==> config.mk <==
export PLATFORM = sky130hd
export DESIGN_NAME = elastic_buffer
export DESIGN_NICKNAME = d
export VERILOG_FILES = /design/src/rtl/dataflow_pkg.sv /design/src/rtl/elastic_buffer_regfile.sv /design/src/rtl/elastic_buffer.sv
export SDC_FILE = /design/constraint.sdc
export NUM_CORES = 1
export LEC_CHECK = 0
export CORE_UTILIZATION = 35
export DETAILED_ROUTE_END_ITERATION = 10
export PLACE_DENSITY_LB_ADDON = 0.15
export SLEW_MARGIN = 20
export SYNTH_ARGS = -nofsm -noshare
export SYNTH_HDL_FRONTEND = slang
export SYNTH_HIERARCHICAL = 1
export SYNTH_SLANG_ARGS = --single-unit
==> constraint.sdc <==
create_clock -name clk -period 2.5 [get_ports clk]
set_input_delay 0.25 -clock clk [delete_from_list [all_inputs] [get_ports clk]]
set_output_delay 0.25 -clock clk [all_outputs]
set_load 0.02 [all_outputs]
==> src/rtl/dataflow_pkg.sv <==
// dataflow_pkg: shared widths, types and sizing helpers for dataflow stages
package dataflow_pkg;
  localparam int DATA_W = 32;
  typedef logic signed [DATA_W-1:0] data_t;
  function automatic int ptr_w(input int depth);
    return (depth > 1) ? $clog2(depth) : 1;
  endfunction
endpackage

==> src/rtl/elastic_buffer_regfile.sv <==
// elastic_buffer_regfile: unreset DEPTH x WIDTH storage, one write port, async read
module elastic_buffer_regfile #(
  parameter int WIDTH = 32,
  parameter int DEPTH = 2,
  parameter int AW    = 1
) (
  input  logic                    clk,
  input  logic                    we,
  input  logic [AW-1:0]           waddr,
  input  logic signed [WIDTH-1:0] wdata,
  input  logic [AW-1:0]           raddr,
  output logic signed [WIDTH-1:0] rdata
);
  logic signed [WIDTH-1:0] mem [DEPTH];
  always_ff @(posedge clk) begin
    if (we) mem[waddr] <= wdata;
  end
  assign rdata = mem[raddr];
endmodule

==> src/rtl/elastic_buffer.sv <==
// elastic_buffer: valid/ready FIFO stage with registered ready and registered data path
module elastic_buffer
  import dataflow_pkg::*;
#(
  parameter int WIDTH = DATA_W,
  parameter int DEPTH = 2
) (
  input  logic                            clk,
  input  logic                            rst_n,
  input  logic signed [WIDTH-1:0]         arg0,
  input  logic                            arg1,
  input  logic                            arg2,
  output logic                            ret0,
  output logic signed [WIDTH-1:0]         ret1,
  output logic                            ret2,
  output logic [$clog2(DEPTH+1)-1:0]      ret3
);
  localparam int CW = $clog2(DEPTH+1);
  localparam int PW = ptr_w(DEPTH);
  localparam logic [CW-1:0] FULL = CW'(DEPTH);
  localparam logic [PW-1:0] LAST = PW'(DEPTH - 1);
  logic [CW-1:0] count_q, count_d;
  logic [PW-1:0] wr_ptr_q, wr_ptr_d, rd_ptr_q, rd_ptr_d;
  logic rdy_q, push, pop;
  logic signed [WIDTH-1:0] rdata;
  elastic_buffer_regfile #(.WIDTH(WIDTH), .DEPTH(DEPTH), .AW(PW)) u_rf (
    .clk(clk), .we(push), .waddr(wr_ptr_q), .wdata(arg0), .raddr(rd_ptr_q), .rdata(rdata)
  );
  // pointers wrap by explicit compare so non-power-of-two depths stay correct
  always_comb begin
    push     = arg1 & rdy_q;
    pop      = ret2 & arg2;
    count_d  = count_q + CW'(push) - CW'(pop);
    wr_ptr_d = push ? ((wr_ptr_q == LAST) ? '0 : wr_ptr_q + PW'(1)) : wr_ptr_q;
    rd_ptr_d = pop ? ((rd_ptr_q == LAST) ? '0 : rd_ptr_q + PW'(1)) : rd_ptr_q;
  end
  always_ff @(posedge clk or negedge rst_n) begin
    if (!rst_n) begin
      count_q  <= '0;
      wr_ptr_q <= '0;
      rd_ptr_q <= '0;
      rdy_q    <= 1'b0;
    end else begin
      count_q  <= count_d;
      wr_ptr_q <= wr_ptr_d;
      rd_ptr_q <= rd_ptr_d;
      rdy_q    <= count_d < FULL;
    end
  end
  assign ret0 = rdy_q;
  assign ret2 = count_q != '0;
  assign ret3 = count_q;
  assign ret1 = ret2 ? rdata : '0;
endmodule

-- Yosys cells after proc, flatten, opt, wreduce, memory -nomap -nowiden
Memory sizes are Yosys's and may differ from the RTL's.
Cells that the tools add are included.
- output and inout bits: 36
- memory bits (read-only): 0
- memories kept: 1
- logic and storage cells: 18
- bits in latches: 0
- flip-flop bits (word level): 5
- memory bits (writable): 64
- $add $sub $neg: 4
- $mul: 0
- magnitude comparators: 1
- shifts and indexed selects: 0
- multiplexer cells: 5
- eq/ne operators: 0
- bitwise operators: 2
- div/mod/pow operators: 0
- reductions and logical operators: 1
- memory list (memory ; depth ; bits a word ; rd ports ; clocked after Yosys merged registers in ; write ports ; line ; source):
    u_rf.mem ; 2 ; 32 ; 1 ; 0 ; 1 ; elastic_buffer_regfile.sv:14 ; logic signed [WIDTH-1:0] mem [DEPTH];
- operator list (cell ; number):
    $mux W32 ; 1
    $mux W1 ; 4
    $add A1 B1 Y1 const B ; 2
    $add A2 B1 Y2 ; 1
    $and A1 B1 Y1 ; 2
    $lt A2 B2 Y1 const B ; 1
    $reduce_bool A2 Y1 ; 1
    $sub A2 B1 Y2 ; 1

-- Depth between registers and ports, before layout
- depth in word-level cells: 4
- depth in mapped cells: 7

-- By module
The synthesis kept the hierarchy.
- modules (own cells, without submodules) (module ; area an instance (um2) ; instances ; cells each ; sequential area each (um2)):
    elastic_buffer_regfile ; 2478.6 ; 1 ; 102 ; 1921.8
    elastic_buffer ; 439.2 ; 1 ; 54 ; 125.1

-- Least setup slack after synthesis
No wires, ideal clock.
- path type: register -> register
- start: reg rdy_q (netlist: ret0)
- end: mem u_rf.mem[0][0], enable pin
- arrival time: 2.105 ns
- slack: -0.030 ns
- period minus slack after synthesis: 2.530 ns
- data required time: 2.075 ns
- cell stages (with the launch flop): 4
- library setup time: 0.425 ns
- cells stage by stage: dfrtp_1 -> nand2_1 -> inv_1 -> nor2b_1
- word-level cells in the longest chain between the ends: 3
- ends and longest elaborated chain (element ; line ; source):
    start: declaration ; elastic_buffer.sv:24 ; logic rdy_q, push, pop;
    start signal: assignment ; elastic_buffer.sv:47 ; rdy_q <= count_d < FULL;
    $and A1 B1 Y1 ; elastic_buffer.sv:31 ; push = arg1 & rdy_q;
    named net push ; elastic_buffer.sv:24 ;
    $mux W1 ; elastic_buffer_regfile.sv:16 ; if (we) mem[waddr] <= wdata;
    $mux W1 (implied by the code) ; elastic_buffer_regfile.sv:16 ;
    end: declaration ; elastic_buffer_regfile.sv:14 ;
The timed path passes the listed nets, and every way through them passes these cells.

-- Worst setup path in the final report
- start: reg rd_ptr_q
- end: out ret1[23]
- word-level cells in the longest chain between the ends: 2
- ends and longest elaborated chain (element ; line ; source):
    start: declaration ; elastic_buffer.sv:23 ; logic [PW-1:0] wr_ptr_q, wr_ptr_d, rd_ptr_q, rd_ptr_d;
    start signal: assignment ; elastic_buffer.sv:46 ; rd_ptr_q <= rd_ptr_d;
    $mem_v2 Z2 W32 ; n/a ;
    named net rdata[23] ; elastic_buffer.sv:25 ; logic signed [WIDTH-1:0] rdata;
    $mux W32 ; elastic_buffer.sv:53 ; assign ret1 = ret2 ? rdata : '0;
    end: declaration ; elastic_buffer.sv:14 ; output logic signed [WIDTH-1:0] ret1,
The timed path passes the listed nets, and every way through them passes these cells.

==> reports/qor.yml <==
status: "finished, final reports clean"
clockRootBuffer: "clkbuf_8"
vias: 1497
stdcell_area_mm2: 0.003975
port_buffers: 71
crit_required_ns: 2.25
r2r-start: "ret3[1]"
worstSkewPairLatency_ns: 0.34
tritoncts: "yes"
grt_pass1_wl_mm: 7.659
regArea_mm2: 0.002051
detail-route-antenna-nets: 0
diodes: 0
synthAdderAreaFrac_pct: 0.8576
power_frac_seq_pct: 34.0
synthMuxAreaShare_pct: 16.21
crit_arrival_ns: 2.14
synth_area_per_cell_um2: 18.70
cp_max_fo: 13
grtUsageMet2_pct: 20.16
drc: 0
rsz0062_at_grt: "no"
post_dp_cell_area_mm2: 0.003750
cts.htree.levels: 3
initial_core_util_pct: 36.99
num_rows: 32
final-hold-violation-count: 0
fp.coreArea_mm2: 0.007888
syn_nets: 194
synth.distinct_cells: 16
worst_pin_slew_ns: 0.3505
crit_slowest_cell: "dfrtp_4"
p_switching_mw: 1.588
worst-r2r-setup-slack_ns: 0.69
synthCells: 156
maxCapViolCount: 0
slew_viol_final: 0
top_usage_layer: "met2"
grt_pass1_vias: 1574
cp-end-kind: "output port"
grt_use_met3_pct: 4.390
slew_headroom_pct: 76.39
power_density_mw_per_mm2: 1230
fmaxAchievable_mhz: 419.0
slowest_delay_ns: 0.57
fin_skew_ns: 0.003859
die_h_um: 93.31
fp.dieW_um: 93.31
r2r_cells: 7
r2r_end: "ret3[1]"
post_cts_buffers: 0
first_pass_iters: 4
ir_drop_mv: 0.6454
startpoint_type: "flip-flop"
internal_power_mw: 3.302
drt_iter0_drc: 60
tns_ns: 0
ys_ff_latch: 69
finalCriticalPeriod_ns: 2.386
grt_max_degree: 34
viasPerCell: 4.352
overflow: 0
wl_mm: 4.817
area_delta_synth_final_pct: 36.23
use_met1_pct: 14.03
clkPwrFrac_pct: 20.2
leakage_nw: 1.466
track_usage_pct: 12.36
ys_seq_area_share_pct: 70.15
clock_path_buffers: 2
power.share.switching_pct: 32.48
die-area_mm2: 0.008706
cts_sinks: 69
synth_top_family_by_area: "multiplexers"
io_pins: 72
multi_input_area_um2: 778.2
hpwl_mm: 3.198
final_nets: 275
place_congestion: 0.6530
synth_warnings: 6
syn-cell-area_mm2: 0.002918
synthSimpleGateAreaFrac_pct: 7.633
nFillCells: 687
period_share_pct: 95.45
drive_above_1_share_pct: 23.97
crit_chain: "buf_4 > mux2_4 > nor2b_1 > clkdlybuf4s50_1"
synth_xor_area_share_pct: 1.501
synth-compound-area-share_pct: 0.1715
hold_class: "in -> async"
comb_power_share_pct: 45.8
clk_pin_slew_ns: 0.07
setup_violations: 0
wire_per_inst_um: 14.00
antenna_found_initial: 0
cts_buffers: 9
crit_type: "reg -> out"
-- worst max-delay path: cells and delay by family (launching register included) --
kind	cells	cell delay, ns
buffers and inverters	2	0.79
flip-flops	1	0.57
multiplexers	1	0.31
AND/OR/NAND/NOR	1	0.13
-- kinds of logic (layout without fill, tap and decap cells) --
| logic type | Yosys count | count (layout) |
|---|---|---|
| flops | 69 | 69 |
| simple gates | 36 | 36 |
| mux | 32 | 32 |
| buf+inv | 11 | 97 |
| xor+xnor | 5 | 5 |
| fa+ha+maj | 2 | 2 |
| compound gates | 1 | 1 |
-- state kept, by name, indices dropped and copies added, names as in the netlist --
register	flops
rd_ptr_q	1
wr_ptr_q	1
ret0	1
ret3	2
u_rf/mem	64
-- power groups by stage --
| stage | logic [mW] | registers (mW) | clock network (mW) |
|---|---|---|---|
| floorplan | 1.46 | 1.66 | 0 |
| global placement | 2.27 | 1.68 | 0 |
| detailed placement | 2.27 | 1.69 | 0 |
| CTS | 2.29 | 1.67 | 1.01 |
| global route | 2.38 | 1.69 | 1.08 |
| finish | 2.24 | 1.66 | 0.987 |
-- how the worst max path moves through the flow --
stage | from | end | slack [ns] | depth (start not counted)
2_1_floorplan | ret0 | u_rf/mem[0][0] | 0.58 | 3
3_3_place_gp | rd_ptr_q | ret1[23] | 0.39 | 4
3_5_place_dp | rd_ptr_q | ret1[23] | 0.38 | 4
4_1_cts | rd_ptr_q | ret1[23] | 0.0002 | 4
5_1_grt | rd_ptr_q | ret1[23] | 0.01 | 4
6_report | rd_ptr_q | ret1[23] | 0.11 | 4
-- area by class of cell --
type	count	share of cell area, %
tap	102	3.211
timing repair buffer	77	19.64
clock inverter	7	2.487
sequential	69	51.59
multi-input combinational	76	19.58
clock buffer	9	3.116
inverter	4	0.3777
-- per-stage QoR --
step	cells	hold slack (ns)	util (%)	worst slack, ns	power (mW)
global route	344	0.1325	50.40	0.01121	5.148
detailed placement	328	0.4953	47.54	0.3766	3.965
CTS	344	0.1251	50.36	0.0002189	4.966
finish	344	0.1285	50.40	0.1136	4.890
global placement	328	0.4964	47.54	0.3886	3.960
floorplan	156	-0.04559	-	0.5783	3.118
-- timing repair --
action | in CTS | in global routing
hold buffers | 0 | 0
setup endpoints to repair | 0 | 21
gates resized for setup | 0 | 1
-- cell usage after synthesis --
| cell type | instances | area (um2) |
|---|---|---|
| mux2_4 | 30 | 450.4 |
| mux2_2 | 2 | 22.52 |
| and2_1 | 1 | 6.260 |
| buf_12 | 3 | 60.06 |
| edfxtp_1 | 64 | 1922 |
| inv_1 | 4 | 15.01 |
| nor2b_1 | 33 | 206.5 |
| nor2_2 | 1 | 6.260 |
| buf_6 | 1 | 11.26 |
| ha_1 | 2 | 25.02 |
| buf_2 | 3 | 15.01 |
| dfrtp_1 | 5 | 125.1 |
| o21ai_0 | 1 | 5.000 |
| xor2_1 | 1 | 8.760 |
| nand2_1 | 1 | 3.750 |
| xnor2_1 | 4 | 35.03 |
-- layer usage --
layer / part of all wire, % / wire length [um] / vias to the layer above
met3: 6.4 / 310 / 11
met5: 0 / 0 / -
met4: 2.4 / 117 / 0
met2: 48 / 2324 / 47
li1: - / - / 729
met1: 43 / 2065 / 710
-- placed cells by master, fill, tap and decap left out, types with 4 or more instances in the layout --
cell type / instances
clkdlybuf4s50_1: 71
edfxtp_1: 64
nor2b_1: 32
mux2_4: 30
clkbuf_8: 9
inv_1: 4
xnor2_1: 4
buf_4: 4
dfrtp_1: 4
(Power assumes the default switching activity.)
